### src/rtl/mux_pkg.sv
// Shared datapath types for the word selectors.
// XLEN sets the default word width.
package mux_pkg;
  localparam int XLEN = 32;
  typedef logic [XLEN-1:0] word_t;
endpackage

### src/rtl/mux2_comb.sv
// Pure combinational two-way word select.
// An unknown select yields an all-X word.
module mux2_comb
  import mux_pkg::*;
#(
  parameter int WIDTH = XLEN
) (
  input  logic [WIDTH-1:0] in0,
  input  logic [WIDTH-1:0] in1,
  input  logic             sel,
  output logic [WIDTH-1:0] y
);

  always_comb begin
    y = 'x;
    unique case (sel)
      1'b0:    y = in0;
      1'b1:    y = in1;
      default: y = 'x;
    endcase
  end

endmodule

### src/rtl/mux2to1.sv
// Word selector with a registered copy and change flag.
// out is combinational; out_r/sel_r/out_chg are 1-cycle registered.
module mux2to1
  import mux_pkg::*;
#(
  parameter int               WIDTH     = XLEN,
  parameter logic [WIDTH-1:0] RESET_VAL = '0
) (
  input  logic             clk,
  input  logic             rst_n,
  input  logic [WIDTH-1:0] in0,
  input  logic [WIDTH-1:0] in1,
  input  logic             sel,
  output logic [WIDTH-1:0] out,
  output logic [WIDTH-1:0] out_r,
  output logic             sel_r,
  output logic             out_chg
);

  mux2_comb #(
    .WIDTH(WIDTH)
  ) u_sel (
    .in0(in0),
    .in1(in1),
    .sel(sel),
    .y  (out)
  );

  always_ff @(posedge clk or negedge rst_n) begin
    if (!rst_n) begin
      out_r   <= RESET_VAL;
      sel_r   <= 1'b0;
      out_chg <= 1'b0;
    end else begin
      out_r   <= out;
      sel_r   <= sel;
      out_chg <= (out != out_r);
    end
  end

endmodule

### config.mk
export PLATFORM = sky130hd
export DESIGN_NAME = mux2to1
export DESIGN_NICKNAME = d
export VERILOG_FILES = /design/src/rtl/mux_pkg.sv /design/src/rtl/mux2_comb.sv /design/src/rtl/mux2to1.sv
export SDC_FILE = /design/constraint.sdc
export NUM_CORES = 1
export LEC_CHECK = 0
export BUFFER_PORTS_ARGS = -buffer_cell sky130_fd_sc_hd__buf_4
export CORE_MARGIN = 2
export CORE_UTILIZATION = 30
export DETAILED_ROUTE_END_ITERATION = 7
export GPL_TIMING_DRIVEN = 0
export HOLD_SLACK_MARGIN = 0.06
export PLACE_DENSITY = 0.75
export SLEW_MARGIN = 40
export SYNTH_ARGS = -nofsm -noshare
export SYNTH_HDL_FRONTEND = slang
export SYNTH_SLANG_ARGS = --single-unit
### constraint.sdc
create_clock -name clk -period 3 [get_ports clk]
set_input_delay 0.15 -clock clk [delete_from_list [all_inputs] [get_ports clk]]
set_output_delay 0.15 -clock clk [all_outputs]
set_load 0.02 [all_outputs]
==> results of run 1 <==
## cells in the mapped netlist, drive strengths merged
master,instances
xnor2,22
xor2,10
mux2,32
nand2,1
nor4,4
buf,4
nand4,6
dfrtp,34
## worst paths after layout
path,startpoint,endpoint,slack [ps],depth (start not counted)
max in group asynchronous,rst_n,out_r[15],2350,2
min,in1[17],out_r[17],120,2
min in group asynchronous,rst_n,out_r[31],350,2
max,sel,out_chg,930,9
max reg2reg,out_r[19],out_chg,1640,4
min reg2reg,out_r[20],out_chg,670,3
## per-stage QoR
stage / hold WS, ps / cell area [sq um] / util / setup slack [ps] / power, mW
2_1_floorplan: -145.6 / 1659 / - / 1487 / 0.7429
3_3_place_gp: 116.5 / 2740 / 0.5038 / 1133 / 0.9411
3_5_place_dp: 123.8 / 2740 / 0.5038 / 1107 / 0.9475
4_1_cts: 110.3 / 2851 / 0.5243 / 860.3 / 1.301
5_1_grt: 111.8 / 2851 / 0.5243 / 787.9 / 1.346
6_report: 122.2 / 2851 / 0.5243 / 925.6 / 1.277
## worst reg2reg max path, cell delays in order, from the launching register on
cell	delay (ps)
dfrtp_1	400
xnor2_1	190
nand4_1	120
nor4_1	390
nand4_1	130
## cell usage in the layout (no fill, tap or decap), types with 3 or more instances in the layout
cell type,count
buf_4,133
buf_6,3
clkbuf_8,6
dfrtp_1,34
mux2_1,6
mux2_2,10
mux2_4,16
nand4_1,6
nor4_1,4
xnor2_1,22
xor2_1,10
## repair_timing
item                      CTS  global route
hold endpoints to repair   35             0
buffers inserted            0             0
hold buffers                2             0
## report_power, final
group	switching [mW]	internal, mW	total, mW
Sequential	0.0233	0.492	0.516
Clock	0.158	0.185	0.343
Combinational	0.198	0.221	0.419
Total	0.379	0.899	1.28
## final cells by class
type	count	area [sq um]
Multi-Input combinational cell	75	767.0
Buffer	4	41.29
Fill cell	492	2587
Timing Repair Buffer	134	1011
Tap cell	72	90.09
Sequential cell	34	850.8
Clock buffer	7	86.33
Clock inverter	1	5.005
## cell families after synthesis
| group | synth area share |
|---|---|
| xor+xnor | 0.1689 |
| simple gates | 0.03997 |
| buf+inv | 0.02489 |
| flops | 0.5128 |
| mux | 0.2534 |
## sequential cells by signal, indices dropped and copies added (netlist names)
signal	flops
out_r	32
out_chg	1
sel_r	1
## metal layers
metal	GRT usage	up-vias	routed length, um
met5	0	-	0
met4	0.05263	0	23
met3	0.05632	2	415
met2	0.2466	76	2199
met1	0.1615	646	1707
li1	-	676	-
==> key figures, run 1 <==
Status
  – Status: finished, final reports clean

Detailed routing
  – DRC Markers: 0
  – First-pass detailed-route iteration total: 3
  – Post-route ant nets: 0
  – Final WL: approximately 4300 um
  – Vias per inst: 4.281
  – DR WL/cell: 13.29 um
  – Via count: 1,400
  – DR iter-0 viols: 18

Yosys
  – Synth area leaders: dfrtp_1, mux2_4, xnor2_1, mux2_2, xor2_1
  – Mapped Cells: 113
  – Register area share after synthesis: 0.5128
  – Syn Nets: 180
  – Post-Synthesis Cell Area: ~1700 sq um
  – Top cell type's share of synthesized area: 0.5128
  – Synth warn: 0
  – Post-synth top area cell: dfrtp_1
  – Yosys cell types: 11
  – Syn_area_per_cell: ~15 sq um
  – Number of synthesized register bits: 34

GRT
  – GRT Residual Overflow: 0
  – First-pass GRT wire length: 6762 um
  – Antenna violations before repair: 0
  – Vias in the first global route: 1,479
  – Largest net degree at the start of global routing: 35
  – Total Routing Usage GR: 0.1437

CTS
  – CTS tree: built
  – CTS HTree Levels: 2
  – Inserted Clock Buffers: 5
  – Clock Sinks: 34
  – Worst skew pair latency: between 200 and 300 ps
  – Root buffer cell: clkbuf_8
  – Clk pin slew, worst setup/hold paths: roughly 70 ps
  – Resized Gates After CTS: 0
  – Clk buf depth: 2

Critical path
  – CP Data Required Time: 3140 ps
  – CP peak stage delay: 530 ps
  – Cell chain of the critical path: dlygate4sd3_1 -> buf_4 -> buf_6 -> buf_6 -> mux2_4 -> xnor2_1 -> nand4_1 -> nor4_1 -> nand4_1
  – Startpoint Class: input pin
  – CP max-delay cell: dlygate4sd3_1
  – Crit path buf inv count: 4
  – Worst Setup End Kind: register
  – Crit path DAT: 2220 ps
  – Kind of critical path: in -> reg
  – Crit Path Max Fanout: 10
  – Delay-heaviest family, CP: buffers and inverters

Finish
  – # nets final: between 300 and 400
  – Fin cells: 327
  – Number of diodes: 0
  – Layout cells sized above 1: 0.6627
  – Area Growth Syn to Fin: 71.87%

Hold path
  – HP Class: in -> reg

Timing
  – Max_slew headroom: 0.7221
  – Count of final setup violators: 0
  – Clock Skew: about 3.9 ps
  – Worst-margin pin slew: ~420 ps
  – Minimum clock period: between 2000 and 2500 ps
  – Hold Fails Final Rpt: 0
  – RSZ-0062 raised after global routing: false
  – Setup TNS: 0 ps
  – Final period util: 0.6915
  – F_max: 482.1 MHz
  – Slew Limit Fails: 0

Placed design
  – Port Buffers: 132
  – Dpl cells: roughly 320
  – RD Place Congestion: 0.7292
  – DPL Wire Length: around 3500 um

Floorplanning
  – # IOs: approximately 130
  – DIE HEIGHT: 78.37 um
  – Row cnt: 27
  – Starting Density: 0.3050
  – Die W: roughly 80 um
  – Core Box Area: ~5400 sq um
  – Die Area: a little over 6000 sq um

Pwr
  – Power density over the cells: between 400 and 500 nW/um^2
  – Peak supply drop: between 200 and 250 uV
  – LEAKAGE: 1.395 nW

Job
  – Maxcap violations: 0
(Power assumes the default switching activity.)
==> run 2: changes to the inputs <==
- clock period: 3 -> 2.1 ns (I/O delays scaled with it)
==> run 2 against run 1 <==
  * Global-route usage is essentially flat
  * Total power grew 43%
  * Worst setup slack got worse by 300 ps
  * Core utilization unchanged
  * Sequential share of layout area unchanged
  * Critical path type unchanged
  * Critical endpoint unchanged
  * Highest routed layer unchanged
==> key figures, run 2 (synthesized netlist as in run 1, its figures left out) <==
Timing
  – RSZ-0062 raised after global routing: false
  – Minimum clock period: around 1500 ps
  – Final period util: 0.7026
  – Worst-margin pin slew: 416.9 ps (+0.04113 ps)
  – Max_slew headroom: 0.7220 (about the same)
  – Worst hold margin: 77.33 ps (-44.83 ps)
  – Hold Fails Final Rpt: 0 (unchanged)
  – F_max: slightly below 700 MHz
  – Setup TNS: 0 ps (unchanged)
  – Slew Limit Fails: 0 (unchanged)
  – Count of final setup violators: 0 (unchanged)
  – Clock Skew: 3.773 ps (-0.1550 ps)

Finish
  – Area Growth Syn to Fin: 71.87% (unchanged)
  – Most common cell after layout, fill and taps aside: buf_4
  – Finished Core Util: 0.5243 (unchanged)
  – Layout cells sized above 1: 0.6627 (unchanged)
  – # nets final: 321 (unchanged)
  – Biggest register: out_r
  – Largest registers: out_r x32, out_chg x1, sel_r x1
  – Number of diodes: 0 (unchanged)
  – Max reg flops: 32 (unchanged)
  – Fill cells: 490 (-0.41%)
  – Leading cell types in the layout, fill and taps excluded: buf_4, dfrtp_1, xnor2_1
  – Fin area: 2851 sq um (unchanged)

Critical path
  – Worst r2r src: out_r[19]
  – Worst Setup End Kind: register
  – Reg2reg end: out_chg
  – Crit path DAT: 1620 ps (-600 ps)
  – CP Data Required Time: 2240 ps (-900 ps)
  – Crit Path Max Fanout: 10 (unchanged)
  – Register-to-Register Path Depth: 4 (unchanged)
  – FF-to-FF setup slack: 740 ps (-900 ps)
  – Kind of critical path: in -> reg
  – Startpoint Class: input pin

GRT
  – Vias in the first global route: 1,479 (unchanged)
  – Total Routing Usage GR: 0.1435 (-0.0002452)
  – First-pass GRT wire length: 6755 um (-0.10%)
  – Antenna violations before repair: 0 (unchanged)
  – GRT Residual Overflow: 0 (unchanged)
  – Largest net degree at the start of global routing: 35 (unchanged)

CTS
  – Resized Gates After CTS: 0 (unchanged)
  – Cts hold-fix bufs: 2 (unchanged)
  – CTS HTree Levels: 2 (unchanged)
  – Clock Sinks: 34 (unchanged)
  – Root buffer cell: clkbuf_8
  – Inserted Clock Buffers: 5 (unchanged)
  – Clk buf depth: 2 (unchanged)
  – Clk pin slew, worst setup/hold paths: 70 ps (about the same)
  – CTS tree: built
  – Post-CTS Setup Bufs: 0 (unchanged)
  – Worst skew pair latency: 280 ps (about the same)

Placed design
  – Placed instance area: 2740 sq um (unchanged)
  – Port Buffers: 132 (unchanged)
  – DPL Wire Length: 3550 um (unchanged)
  – RD Place Congestion: 0.7292 (unchanged)

Detailed routing
  – Vias per inst: 4.291 (+0.21%)
  – Final WL: 4351 um (+0.12%)
  – Via count: 1,403 (+0.21%)
  – DR iter-0 viols: 18 (unchanged)
  – DR WL/cell: 13.31 um (+0.12%)
  – Post-route ant nets: 0 (unchanged)
  – First-pass detailed-route iteration total: 3 (unchanged)
  – DRC Markers: 0 (unchanged)

Floorplanning
  – Row cnt: 27 (unchanged)
  – Die W: 78.37 um (unchanged)
  – # IOs: 133 (unchanged)
  – Core Box Area: 5439 sq um (unchanged)
  – DIE HEIGHT: 78.37 um (unchanged)
  – Die Area: 6141 sq um (unchanged)
  – Starting Density: 0.3050 (unchanged)

Status
  – Status: finished, final reports clean

Hold path
  – Hold Path End: out_r[17]
  – Min-delay src: in1[17]
  – Worst hold path depth: 2 (unchanged)
  – HP Class: in -> reg

Pwr
  – LEAKAGE: 1.395 nW (unchanged)
  – Peak supply drop: 356.0 uV (+43%)
  – Power density over the cells: 639.9 nW/um^2 (+43%)

Job
  – Maxcap violations: 0 (unchanged)
run 2: cell counts in the layout (fill, tap and decap cells not counted):
Identical to the previous run, type by type.
run 2: cell type report:
cell class	count	area, sq um	share of cell area
Buffer	4	41.29	0.01448
Clock buffer	7	86.33	0.03028
Tap cell	72	90.09	0.03159
Multi-Input combinational cell	75	767.0	0.2690
Sequential cell	34	850.8	0.2984
Clock inverter	1	5.005	0.001755
Timing Repair Buffer	134	1011	0.3545
run 2: worst max-delay path by stage:
| stage | slack, ps | depth (start not counted) | start | endpoint |
|---|---|---|---|---|
| floorplan | 630 | 6 | sel | out_chg |
| global placement | 280 | 8 | sel | out_chg |
| detailed placement | 250 | 8 | sel | out_chg |
| CTS | 560 | 8 | sel | out_chg |
| global route | 490 | 8 | sel | out_chg |
| finish | 620 | 8 | sel | out_chg |
run 2: metal layers:
| layer | track usage | share of wire | vias to the layer above |
|---|---|---|---|
| met5 | 0 | 0 | - |
| met3 | 0.05632 | 0.096 | 2 |
| met4 | 0.05263 | 0.0053 | 0 |
| met2 | 0.2457 | 0.51 | 76 |
| met1 | 0.1615 | 0.39 | 649 |
| li1 | - | - | 676 |
run 2: where the power goes:
| group | switching (mW) | internal, mW | total (mW) |
|---|---|---|---|
| combinational | 0.282 | 0.316 | 0.598 |
| clock | 0.225 | 0.264 | 0.490 |
| sequential | 0.0334 | 0.703 | 0.737 |
| total | 0.541 | 1.28 | 1.82 |
run 2: per-stage QoR:
stage / total power [mW] / std cells / worst slack [ps]
after floorplan: 1.061 / 113 / 632.0
after global routing: 1.923 / 327 / 493.3
after global placement: 1.344 / 317 / 278.3
after detailed placement: 1.354 / 317 / 252.2
after CTS: 1.858 / 327 / 561.7
final: 1.825 / 327 / 624.5
run 2: worst max-delay path: stages:
cell and delay [ps]:
buf_4 110, buf_6 120, buf_6 150, mux2_4 320, xnor2_1 150, nand4_1 150
nor4_1 380, nand4_1 120
